## src/rtl/vga_fb_arbiter.sv

```systemverilog
// Framebuffer port arbiter: guaranteed scanout read slot on each pixel strobe,
// queued pixel writes fill the other cycles. Optional stats: VGA_FB_ARB_STATS_EN.
module vga_fb_arbiter #(
    parameter int WIDTH  = 640,
    parameter int HEIGHT = 480,
    parameter int ADDR_W = 19,
    parameter int QDEPTH = 4
) (
    input  logic              clk,
    input  logic              res,
    input  logic              pix_en,
    input  logic              pix_valid,
    input  logic [15:0]       pix_x,
    input  logic [15:0]       pix_y,
    output logic [11:0]       color,
    input  logic              wr_valid,
    output logic              wr_ready,
    input  logic [15:0]       wr_x,
    input  logic [15:0]       wr_y,
    input  logic [11:0]       wr_color,
    output logic [ADDR_W-1:0] mem_addr,
    output logic              mem_we,
    output logic [11:0]       mem_wdata,
    input  logic [11:0]       mem_rdata
`ifdef VGA_FB_ARB_STATS_EN
    ,
    output logic [15:0]              wr_drops,
    output logic [$clog2(QDEPTH):0]  q_max
`endif
);

    localparam int PW = $clog2(QDEPTH);
    localparam int CW = PW + 1;

    function automatic logic [ADDR_W-1:0] addr_of(input logic [15:0] x,
                                                  input logic [15:0] y);
        logic [32:0] full;
        full = 33'(y) * 33'(WIDTH) + 33'(x);
        return full[ADDR_W-1:0];
    endfunction

    logic [ADDR_W-1:0] qaddr_q [QDEPTH];
    logic [11:0]       qdata_q [QDEPTH];
    logic [PW-1:0]     rd_ptr_q, rd_ptr_d;
    logic [PW-1:0]     wr_ptr_q, wr_ptr_d;
    logic [CW-1:0]     count_q, count_d;
    logic              ready_q;
    logic [ADDR_W-1:0] last_addr_q;
    logic [11:0]       last_wdata_q;
    logic              pend_q, pend_rd_q;
    logic [11:0]       color_q;

    logic disp, blank, do_pop, accept, in_range, do_push;

    // Slot classification and queue handshake for this cycle
    always_comb begin
        disp     = pix_en & pix_valid;
        blank    = pix_en & ~pix_valid;
        do_pop   = ~disp & (count_q != '0);
        accept   = wr_valid & ready_q;
        in_range = (wr_x < 16'(WIDTH)) && (wr_y < 16'(HEIGHT));
        do_push  = accept & in_range;
        count_d  = count_q + CW'(do_push) - CW'(do_pop);
        rd_ptr_d = do_pop ? rd_ptr_q + 1'b1 : rd_ptr_q;
        wr_ptr_d = do_push ? wr_ptr_q + 1'b1 : wr_ptr_q;
    end

    // RAM port mux: scanout read wins, else queue head, else hold address
    always_comb begin
        mem_we    = 1'b0;
        mem_addr  = last_addr_q;
        mem_wdata = last_wdata_q;
        if (res) begin
            mem_addr  = '0;
            mem_wdata = '0;
        end else if (disp) begin
            mem_addr = addr_of(pix_x, pix_y);
        end else if (do_pop) begin
            mem_we    = 1'b1;
            mem_addr  = qaddr_q[rd_ptr_q];
            mem_wdata = qdata_q[rd_ptr_q];
        end
    end

    // Queue storage needs no reset; occupancy is tracked by count_q
    always_ff @(posedge clk) begin
        if (do_push) begin
            qaddr_q[wr_ptr_q] <= addr_of(wr_x, wr_y);
            qdata_q[wr_ptr_q] <= wr_color;
        end
    end

    // Queue pointers, registered ready and held RAM-port values
    always_ff @(posedge clk or posedge res) begin
        if (res) begin
            rd_ptr_q     <= '0;
            wr_ptr_q     <= '0;
            count_q      <= '0;
            ready_q      <= 1'b0;
            last_addr_q  <= '0;
            last_wdata_q <= '0;
        end else begin
            rd_ptr_q     <= rd_ptr_d;
            wr_ptr_q     <= wr_ptr_d;
            count_q      <= count_d;
            ready_q      <= (count_d < CW'(QDEPTH));
            last_addr_q  <= mem_addr;
            last_wdata_q <= mem_wdata;
        end
    end

    // Two-stage color pipeline: strobe marks pending, next edge loads color
    always_ff @(posedge clk or posedge res) begin
        if (res) begin
            pend_q    <= 1'b0;
            pend_rd_q <= 1'b0;
            color_q   <= '0;
        end else begin
            pend_q    <= disp | blank;
            pend_rd_q <= disp;
            if (pend_q) begin
                color_q <= pend_rd_q ? mem_rdata : 12'h000;
            end
        end
    end

    assign wr_ready = ready_q;
    assign color    = color_q;

`ifdef VGA_FB_ARB_STATS_EN
    logic [15:0] drops_q;
    logic [CW-1:0] qmax_q;

    // Saturating drop counter and occupancy high-water mark
    always_ff @(posedge clk or posedge res) begin
        if (res) begin
            drops_q <= '0;
            qmax_q  <= '0;
        end else begin
            if (accept && !in_range && drops_q != 16'hFFFF) begin
                drops_q <= drops_q + 16'd1;
            end
            if (count_d > qmax_q) begin
                qmax_q <= count_d;
            end
        end
    end

    assign wr_drops = drops_q;
    assign q_max    = qmax_q;
`endif

endmodule

```

## config.mk

```make
export PLATFORM = sky130hd
export DESIGN_NAME = vga_fb_arbiter
export DESIGN_NICKNAME = d
export VERILOG_FILES = /design/src/rtl/vga_fb_arbiter.sv
export SDC_FILE = /design/constraint.sdc
export NUM_CORES = 1
export LEC_CHECK = 0
export ABC_CLOCK_PERIOD_IN_PS = 7700
export CORE_MARGIN = 8
export CORE_UTILIZATION = 45
export CTS_CLUSTER_DIAMETER = 200
export CTS_CLUSTER_SIZE = 24
export DETAILED_ROUTE_END_ITERATION = 12
export HOLD_SLACK_MARGIN = 0.1
export PLACE_DENSITY = 0.69
export SKIP_LAST_GASP = 1
export SYNTH_ARGS = -nofsm -noshare
export SYNTH_HDL_FRONTEND = slang
export SYNTH_SLANG_ARGS = --single-unit
```

## constraint.sdc

```tcl
create_clock -name clk -period 7.7 [get_ports clk]
set_clock_uncertainty 0.15 [all_clocks]
set_input_delay 2.31 -clock clk [delete_from_list [all_inputs] [get_ports clk]]
set_output_delay 2.31 -clock clk [all_outputs]
set_load 0.05 [all_outputs]
```

# Word-level counts from Yosys, hierarchy flattened
# Memory sizes are Yosys's and may differ from the RTL's.
# Index checks and enable logic that the tools add are counted.
# classes
add_sub_neg	6
n_mul	2
order_cmp	3
muxes	12
bitwise_logic	8
reduce_logical	2
# ops
cell	count
$mux W19	3
$mux W12	4
$add A19 B16 Y19	2
$mul A16 B3 Y12 const B	2
$lt A16 B10 Y1 const B	1
$lt A16 B9 Y1 const B	1
$and A1 B1 Y1	5
$mux W1	5
$add A2 B1 Y2 const B	2
$add A3 B1 Y3	1
$lt A3 B3 Y1 const B	1
$reduce_bool A3 Y1	1
$sub A3 B1 Y3	1
$not A1 Y1	2
$logic_and A1 B1 Y1	1
$or A1 B1 Y1	1
# totals
ff_bits	53
ramBits	124
input_bits	93
out_inout_bits	45
n_memories	2
# mem_list
memory	words	width	rd	rd_clocked_by_memory_dff	wr	line	rtl
qaddr_q	4	19	1	0	1	42	logic [ADDR_W-1:0] qaddr_q [QDEPTH];
qdata_q	4	12	1	0	1	43	logic [11:0] qdata_q [QDEPTH];

# Depth between registers and ports, before layout
# Gate-level depths: netlist of run 1.
# logic_depth
depth_word	6
depth_mapped	14

# Least setup slack after synthesis of run 1
# OpenSTA, ideal clock, no wires.
# synth_timing
path_type	in2out
from	input port pix_y[2]
to	output port mem_addr[16]
arrival_ps	6046
slack_ps	-806
cell_stages	14
cell_sequence	ha_1 -> ha_1 -> a211o_1 -> o2111ai_1 -> nand2_1 -> xor2_1 -> ha_1 -> a2111o_1 -> nor2_1 -> nand2_1 -> o211ai_1 -> xor2_1 -> nor2_1 -> a211oi_1
# synth_via
elab_chain_cells	4
# synth_rtl
item	line	rtl
start: declaration	14	input logic [15:0] pix_y,
$mul A16 B3 Y12	38	full = 33'(y) * 33'(WIDTH) + 33'(x);
$add A19 B16 Y19	38	
$mux W19	76	end else if (disp) begin
$mux W19	73	if (res) begin
end: declaration	21	output logic [ADDR_W-1:0] mem_addr,
# No other way between the ends.

# Final worst setup path of run 1
# layout_timing
from	input port pix_y[3]
to	output port mem_addr[16]
# The elaborated chain is that of the path after synthesis.

==> results of run 1 <==
==> power by group <==
part           leakage, nW  switching, mW  total, mW  internal [mW]
clock network        0.309          0.358      0.906          0.548
registers             1.79         0.0555       1.18           1.12
logic                 2.37          0.700       1.32          0.621
==> sequential cells by signal, indices dropped and copies added (netlist names) <==
signal,count
last_wdata_q,12
wr_ready,1
count_q,3
qaddr_q,76
pend_q,1
rd_ptr_q,2
color,12
last_addr_q,19
pend_rd_q,1
wr_ptr_q,2
qdata_q,48
==> Yosys cell counts (18+ instances only) <==
cell        n  area share (%)
a211oi_1   21             1.8
a21oi_1    30             1.7
dfrtp_1    53              15
edfxtp_1  124              43
ha_1       59             8.6
inv_1      34             1.5
mux2i_1    18             2.1
mux4_2     31             8.1
nand2_1    39             1.7
nor2_1     38             1.7
o21ai_0    25             1.5
xnor2_1    29             3.0
==> worst max-delay path: stages <==
cell	delay [ps]
buf_8	110
ha_4	240
ha_4	170
fa_2	340
a21o_1	190
a21oi_2	180
xnor2_2	90
ha_2	200
a2111o_1	450
nor2_1	110
nand2_1	50
o211ai_1	160
xor2_1	180
nor2_1	70
a211oi_2	270
buf_12	180
==> through the flow <==
step                      TNS [ps]  instance area (µm²)  utilization (%)  hold slack [ps]
after floorplan               -317                 8660                -              309
after global placement       -2540                10700             57.1              345
after detailed placement     -2920                10700             57.1              377
after CTS                     -147                11600             61.6              390
after global routing          -532                11600             61.9              396
final                         -122                11600             61.9              383
==> area by class of cell <==
type                            count  area [µm²]  share of cell area (%)
Inverter                           34         128                    1.10
Tap cell                          234         293                    2.52
Multi-Input combinational cell    382        3580                    30.8
Clock buffer                       17         425                    3.66
Timing Repair Buffer              187        1930                    16.6
Sequential cell                   177        5050                    43.5
Clock inverter                     15         210                    1.81
==> timing repair <==
| action | 4_1_cts | 5_1_grt |
|---|---|---|
| setup buffers | 5 | 5 |
| endpoints found under the setup margin | 7 | 3 |
| pin swaps | 20 | 9 |
| gates cloned | 0 | 0 |
| gates resized for setup | 52 | 8 |
==> worst max path at each step <==
stage / from / endpoint / cells past startpoint
3_5_place_dp: pix_y[4] / mem_addr[18] / 16
6_report: pix_y[3] / mem_addr[16] / 16
5_1_grt: pix_y[1] / mem_addr[16] / 16
3_3_place_gp: pix_y[4] / mem_addr[18] / 16
2_1_floorplan: pix_y[2] / mem_addr[16] / 14
4_1_cts: pix_y[3] / mem_addr[16] / 16
==> logic make-up after synthesis <==
group	synth area share, %
DFF	58.7
and+or+nand+nor	6.47
AOI/OAI and AO/OA	8.02
adders and majority gates	9.74
buffers and inverters	2.54
muxes	10.3
xor gates and xnor gates	4.23
==> metal layers <==
metal	vias up	wire, µm	track usage (%)
li1	2653	-	-
met1	2747	8260	19.9
met2	130	9850	28.4
met3	20	890	3.87
met4	0	292	5.60
met5	-	0	0
==> results.py, run 1 <==
metrics = {
    "grt": {
        "grt_pass1_vias": 6021,
        "grt-ovfl-total": 0,
        "grt.total_usage_pct": 16.4,
        "antenna_found_initial": 0,
        "grt_pass1_wl_um": 31100,
        "grt_max_degree": 54,
    },
    "layout": {
        "n_fill_cell": 1408,
        "diodes": 0,
        "final_nets": 956,
        "layout_common_cells": "edfxtp_1, clkdlybuf4s50_1, buf_4, dfrtp_1, ha_1",
        "fin_cells": 1046,
        "final_common_cell": "edfxtp_1",
        "synthToLayoutAreaGrowth_pct": 35.0,
        "drive_above_1_share_pct": 23.8,
    },
    "drt": {
        "post_drt_wl_per_cell_um": 18.5,
        "first_pass_iters": 4,
        "via_count": 5550,
        "ant_nets": 0,
        "viasPerCell": 5.31,
        "dr.first_iter.drc_count": 278,
        "drc_errors": 0,
        "wl_um": 19300,
    },
    "clock_network": {
        "postCtsHoldBufs": 0,
        "cts.sinks": 177,
        "htreeDepth": 4,
        "clk_pin_slew_worst_paths_ps": 60,
        "cts_tree": "done",
        "clk_latency_ps": 420,
        "root_buffer": "clkbuf_16",
        "cts_made_buffers": 17,
        "clockBufferDepth": 2,
    },
    "critical_path": {
        "crit_required_ps": 5240,
        "endpoint_kind": "primary output",
        "ff2ff_path_depth": 11,
        "startpoint_type": "primary input",
        "cp_max_fo": 3,
        "critical_path_class": "in2out",
        "rr_startpoint": "count_q[2]$_DFF_PP0_",
        "rrSetupSlack_ps": 4180,
        "r2r-end": "wr_ready$_DFF_PP0_",
        "critPathArrivalTime_ps": 5310,
    },
    "job": {
        "maxCapViolations": 0,
    },
    "sta": {
        "relSlewSlack_pct": 22.8,
        "report.final.hold_viol_count": 0,
        "period_share_pct": 101,
        "fmax_ghz": 0.129,
        "min_period_ps": 7770,
        "finalSetupViolCount": 2,
        "setup_slack_ps": -72.8,
        "tightest_slew_ps": 1150,
        "rsz0062_at_grt": "true",
        "slew_violations": 0,
    },
    "die": {
        "die_area_mm2": 0.0238,
        "start_util_pct": 45.9,
        "die_h_um": 154,
        "die-width_um": 154,
        "design.core.area_mm2": 0.0188,
        "io_pins": 138,
        "rows": 50,
    },
    "synthesis": {
        "synth-edff-count": 124,
        "synth_nets": 772,
        "synth_cells": 615,
        "synthesis.area_mm2": 0.00861,
        "synth-main-ff-cell": "edfxtp_1",
        "ys_types": 48,
        "syn_area_per_cell_um2": 14.0,
        "yosys_warnings": 0,
        "async_reset_ff_share_pct": 29.9,
        "ys_seq_area_share_pct": 58.7,
        "ys_ff_latch": 177,
    },
    "placement": {
        "port_buffers": 133,
        "hpwl_um": 13900,
        "gp_congestion": 0.835,
        "dp_slack_ps": -681,
        "dp_cells": 1004,
    },
    "status": {
        "violations": "setup timing",
        "status": "complete, but fails checks",
    },
    "power_and_ir_drop": {
        "p_leak_nw": 4.47,
        "pwr_density_cell_mw_per_mm2": 293,
        "total_power_mw": 3.41,
        "vdd_drop_max_v": 0.000147,
    },
    "worst_hold_path": {
        "whs_path_depth": 2,
        "hold_path.class": "reg2reg",
        "hp-start": "color[4]$_DFFE_PP0P_",
        "worstHoldEndpoint": "color[4]$_DFFE_PP0P_",
    },
}
Note: power is estimated with default switching activity, not from simulation.
==> inputs of run 2 (changes only) <==
- SKIP_CTS_REPAIR_TIMING: not set -> 1
==> run 2 against run 1 <==
Compared with the run above:
- worst setup slack lost 45 ps
- critical endpoint unchanged
- the flow still finishes with violations (setup timing)
- non-clock buffer count shrank 6
- power shrank 0.36%
==> results.py, run 2 (same netlist as run 1, synthesis figures left out) <==
metrics = {
    "critical_path": {
        "endpoint_kind": "primary output",
        "r2r-end": "wr_ready$_DFF_PP0_",
        "critPathArrivalTime_ps": 5360,
        "rrSetupSlack_ps": 4180,
        "rr_startpoint": "count_q[2]$_DFF_PP0_",
        "critical_path_class": "in2out",
        "crit_required_ps": 5240,
        "startpoint_type": "primary input",
        "ff2ff_path_depth": 11,
        "cp_max_fo": 3,
    },
    "die": {
        "io_pins": 138,
        "rows": 50,
        "die_h_um": 154,
        "design.core.area_mm2": 0.0188,
        "die-width_um": 154,
        "die_area_mm2": 0.0238,
        "start_util_pct": 45.9,
    },
    "clock_network": {
        "cts.sinks": 177,
        "cts_made_buffers": 17,
        "clk_pin_slew_worst_paths_ps": 60,
        "htreeDepth": 4,
        "root_buffer": "clkbuf_16",
        "clk_latency_ps": 420,
        "clockBufferDepth": 2,
        "cts_tree": "done",
    },
    "sta": {
        "finalSetupTns_ps": -138,
        "finalSetupViolCount": 2,
        "rsz0062_at_grt": "true",
        "period_share_pct": 102,
        "fmax_ghz": 0.128,
        "relSlewSlack_pct": 23.1,
        "report.final.hold_viol_count": 0,
        "min_period_ps": 7820,
        "whs_ps": 383,
        "setup_slack_ps": -117,
        "tightest_slew_ps": 1150,
        "slew_violations": 0,
    },
    "layout": {
        "largestRegisters": "qaddr_q x76, qdata_q x48, last_addr_q x19",
        "largest_register_ffs": 76,
        "seq_area_mm2": 0.00505,
        "n_fill_cell": 1427,
        "diodes": 0,
        "regMostFlops": "qaddr_q",
        "multiInputGateArea_mm2": 0.00355,
        "drive_above_1_share_pct": 23.1,
        "layout_common_cells": "edfxtp_1, clkdlybuf4s50_1, buf_4, dfrtp_1, ha_1",
        "utilization_pct": 61.6,
        "synthToLayoutAreaGrowth_pct": 34.2,
        "final_cell_area_mm2": 0.0116,
        "final_common_cell": "edfxtp_1",
        "final_nets": 950,
    },
    "drt": {
        "via_count": 5505,
        "drc_errors": 0,
        "wl_um": 19200,
        "post_drt_wl_per_cell_um": 18.5,
        "viasPerCell": 5.29,
        "dr.first_iter.drc_count": 274,
        "first_pass_iters": 4,
        "ant_nets": 0,
    },
    "grt": {
        "grt_pass1_wl_um": 30600,
        "grt-ovfl-total": 0,
        "grt_max_degree": 54,
        "grt_pass1_vias": 5950,
        "grt.total_usage_pct": 16.2,
        "antenna_found_initial": 0,
    },
    "status": {
        "violations": "setup timing",
        "status": "complete, but fails checks",
    },
    "power_and_ir_drop": {
        "pwr_density_cell_mw_per_mm2": 294,
        "p_leak_nw": 4.45,
        "vdd_drop_max_v": 0.000147,
        "total_power_mw": 3.39,
    },
    "worst_hold_path": {
        "whs_path_depth": 2,
        "hp-start": "color[4]$_DFFE_PP0P_",
        "hold_path.class": "reg2reg",
        "worstHoldEndpoint": "color[4]$_DFFE_PP0P_",
    },
    "job": {
        "maxCapViolations": 0,
    },
    "placement": {
        "port_buffers": 133,
        "gp_congestion": 0.835,
        "placed_cell_area_mm2": 0.0107,
        "hpwl_um": 13900,
    },
}
## run 2: area by class of cell
type / count / area share [%]
Sequential cell: 177 / 43.7
Multi-Input combinational cell: 382 / 30.8
Timing Repair Buffer: 181 / 16.4
Clock buffer: 17 / 3.68
Tap cell: 234 / 2.53
Clock inverter: 15 / 1.82
Inverter: 34 / 1.10
## run 2: worst max-delay path by stage
| stage | startpoint | cells past startpoint | slack [ps] | endpoint |
|---|---|---|---|---|
| CTS | pix_y[4] | 16 | -690 | mem_addr[18] |
| finish | pix_y[3] | 16 | -120 | mem_addr[16] |
| detailed placement | pix_y[4] | 16 | -680 | mem_addr[18] |
| floorplan | pix_y[2] | 14 | -320 | mem_addr[16] |
| global route | pix_y[3] | 16 | -240 | mem_addr[16] |
| global placement | pix_y[4] | 16 | -610 | mem_addr[18] |
## run 2: where the power goes
part | internal, mW | switching, mW | total, mW
combinational | 0.613 | 0.696 | 1.31
sequential | 1.12 | 0.0556 | 1.18
clock | 0.548 | 0.357 | 0.906
total | 2.29 | 1.11 | 3.39
## run 2: metrics by stage
step                setup WS, ps  instances
finish                      -117       1040
global route                -241       1040
CTS                         -691       1036
detailed placement          -681       1004
global placement            -608       1004
floorplan                   -316        615
## run 2: metal layers
layer	track usage (%)	part of all wire [%]	vias up
met5	0	0	-
met4	5.60	1.5	0
met3	3.87	4.8	20
met2	28.0	51	128
met1	19.7	43	2714
li1	-	-	2643
## run 2: worst max-delay path, stage by stage
cell and delay, ps:
buf_8 110, ha_4 230, ha_4 160, fa_2 340
a21o_1 210, a21oi_2 170, xnor2_2 110, ha_2 200
a2111o_1 450, nor2_1 110, nand2_1 50, o211ai_1 150
xor2_1 180, nor2_1 70, a211oi_2 260, clkbuf_16 230
==> inputs of run 3 (changes only) <==
- MAX_ROUTING_LAYER: not set -> met4
==> run 3 against run 2 <==
Compared with the run above:
- the flow still finishes with violations (setup timing)
- via count rose by 0.13%
- sequential power barely moved
- largest cell class unchanged
- utilization fell by 0.29 points
- critical path depth rose by 1
- register-to-register slack improved by 150 ps
- die area did not move
- flip-flop and latch count did not move
- cell area fell by 0.48%
- global-route usage rose by 0.48 points
- clock power fell by 9.3%
- first-iteration DRC count fell by 16%
==> results.py, run 3 (same netlist as run 1, synthesis figures left out) <==
metrics = {
    "critical_path": {
        "crit_required_ps": 5240,
        "critPathArrivalTime_ps": 5340,
        "worst_path_max_delay_cell": "a2111o_1",
        "slowest_delay_ps": 450,
        "worst-path-buf-inv": 3,
        "cp_cell_sequence": "buf_8 > ha_4 > ha_4 > fa_2 > a21o_1 > a21oi_2 > xnor2_2 > ha_2 > a2111o_1 > nor2_1 > nand2_1 > o211ai_1 > buf_4 > nor3_2 > xnor2_2 > a21oi_4 > buf_12",
        "critPathTopFamily": "compound AO/OA/AOI/OAI gates",
        "critical_path_class": "in2out",
        "rrSetupSlack_ps": 4330,
        "endpoint_kind": "primary output",
        "startpoint_type": "primary input",
        "cp_max_fo": 3,
    },
    "layout": {
        "synthToLayoutAreaGrowth_pct": 33.6,
        "layout_common_cells": "edfxtp_1, clkdlybuf4s50_1, buf_4, dfrtp_1, ha_1",
        "diodes": 0,
        "largest_register_ffs": 76,
        "final_common_cell": "edfxtp_1",
        "drive_above_1_share_pct": 23.0,
        "final_nets": 951,
        "regMostFlops": "qaddr_q",
        "largestRegisters": "qaddr_q x76, qdata_q x48, last_addr_q x19",
        "final_cell_area_mm2": 0.0115,
    },
    "drt": {
        "via_count": 5512,
        "wl_um": 19000,
        "first_pass_iters": 4,
        "dr.first_iter.drc_count": 230,
        "viasPerCell": 5.29,
        "post_drt_wl_per_cell_um": 18.3,
        "ant_nets": 0,
        "drc_errors": 0,
    },
    "sta": {
        "slew_violations": 0,
        "rsz0062_at_grt": "true",
        "setup_slack_ps": -104,
        "finalSetupViolCount": 2,
        "finalSetupTns_ps": -193,
        "tightest_slew_ps": 1170,
        "whs_ps": 368,
        "relSlewSlack_pct": 21.9,
        "period_share_pct": 101,
        "min_period_ps": 7800,
        "report.final.hold_viol_count": 0,
        "fmax_ghz": 0.128,
    },
    "clock_network": {
        "cts_made_buffers": 17,
        "cts.sinks": 177,
        "clk_latency_ps": 420,
        "clk_pin_slew_worst_paths_ps": 70,
        "clockBufferDepth": 2,
        "cts_tree": "done",
        "htreeDepth": 4,
        "root_buffer": "clkbuf_16",
    },
    "die": {
        "die_area_mm2": 0.0238,
        "start_util_pct": 45.9,
        "design.core.area_mm2": 0.0188,
        "io_pins": 138,
        "die-width_um": 154,
        "die_h_um": 154,
        "rows": 50,
    },
    "job": {
        "maxCapViolations": 0,
    },
    "grt": {
        "grt_pass1_wl_um": 30400,
        "grtUsageMet3_pct": 3.29,
        "grt_use_met2_pct": 27.6,
        "grt_max_degree": 54,
        "antenna_found_initial": 0,
        "grt.total_usage_pct": 16.7,
        "use_met1_pct": 20.5,
        "busiest_layer": "met2",
        "grt_pass1_vias": 5853,
        "grt-ovfl-total": 0,
    },
    "power_and_ir_drop": {
        "total_power_mw": 3.30,
        "vdd_drop_max_v": 0.000166,
        "p_leak_nw": 4.43,
        "pwr_density_cell_mw_per_mm2": 287,
    },
    "placement": {
        "port_buffers": 133,
        "placed_cell_area_mm2": 0.0107,
        "gp_congestion": 0.810,
        "hpwl_um": 13800,
    },
    "status": {
        "status": "complete, but fails checks",
        "violations": "setup timing",
    },
    "worst_hold_path": {
        "hold_path.class": "reg2reg",
    },
}
[run 3: area by class of cell]
type,instances,area [µm²]
Clock buffer,19,443
Clock inverter,13,129
Fill cell,1444,7270
Inverter,34,128
Multi-Input combinational cell,382,3550
Sequential cell,177,5050
Tap cell,234,293
Timing Repair Buffer,182,1900
[run 3: routing by layer]
metal | vias up | wire [µm]
met5 | - | 0
met4 | 0 | 243
met3 | 15 | 729
met2 | 109 | 9470
met1 | 2738 | 8560
li1 | 2650 | -
[run 3: path summary, 6_finish.rpt]
kind / from / to / depth (start not counted)
setup / recovery: pix_y[3] / mem_addr[18] / 17
hold / removal: count_q[2]$_DFF_PP0_ / count_q[2]$_DFF_PP0_ / 1
setup reg to reg: count_q[1]$_DFF_PP0_ / wr_ready$_DFF_PP0_ / 11
hold reg to reg: count_q[2]$_DFF_PP0_ / count_q[2]$_DFF_PP0_ / 1
max in group asynchronous: res / rd_ptr_q[0]$_DFFE_PP0P_ / 3
min in group asynchronous: res / last_addr_q[18]$_DFF_PP0_ / 3
[run 3: worst reg2reg max path: cells and delay by family (launching register included)]
family                     cells  cell delay (ps)
and+or+nand+nor                2              550
DFF                            1              420
xor gates and xnor gates       2              400
buffers and inverters          4              780
adders and majority gates      3              950
[run 3: through the flow]
stage          setup slack, ps  instances  util, %
6_report                  -104       1041     61.3
5_1_grt                   -296       1041     61.3
4_1_cts                   -665       1037     60.2
2_1_floorplan             -316        615        -
3_3_place_gp              -612       1005     57.2
3_5_place_dp              -649       1005     57.2
[run 3: power by group]
part	total, mW	switching, mW	leakage [nW]	internal, mW
clock network	0.822	0.363	0.272	0.459
logic	1.29	0.678	2.37	0.613
registers	1.19	0.0638	1.79	1.12
total	3.30	1.10	4.43	2.20
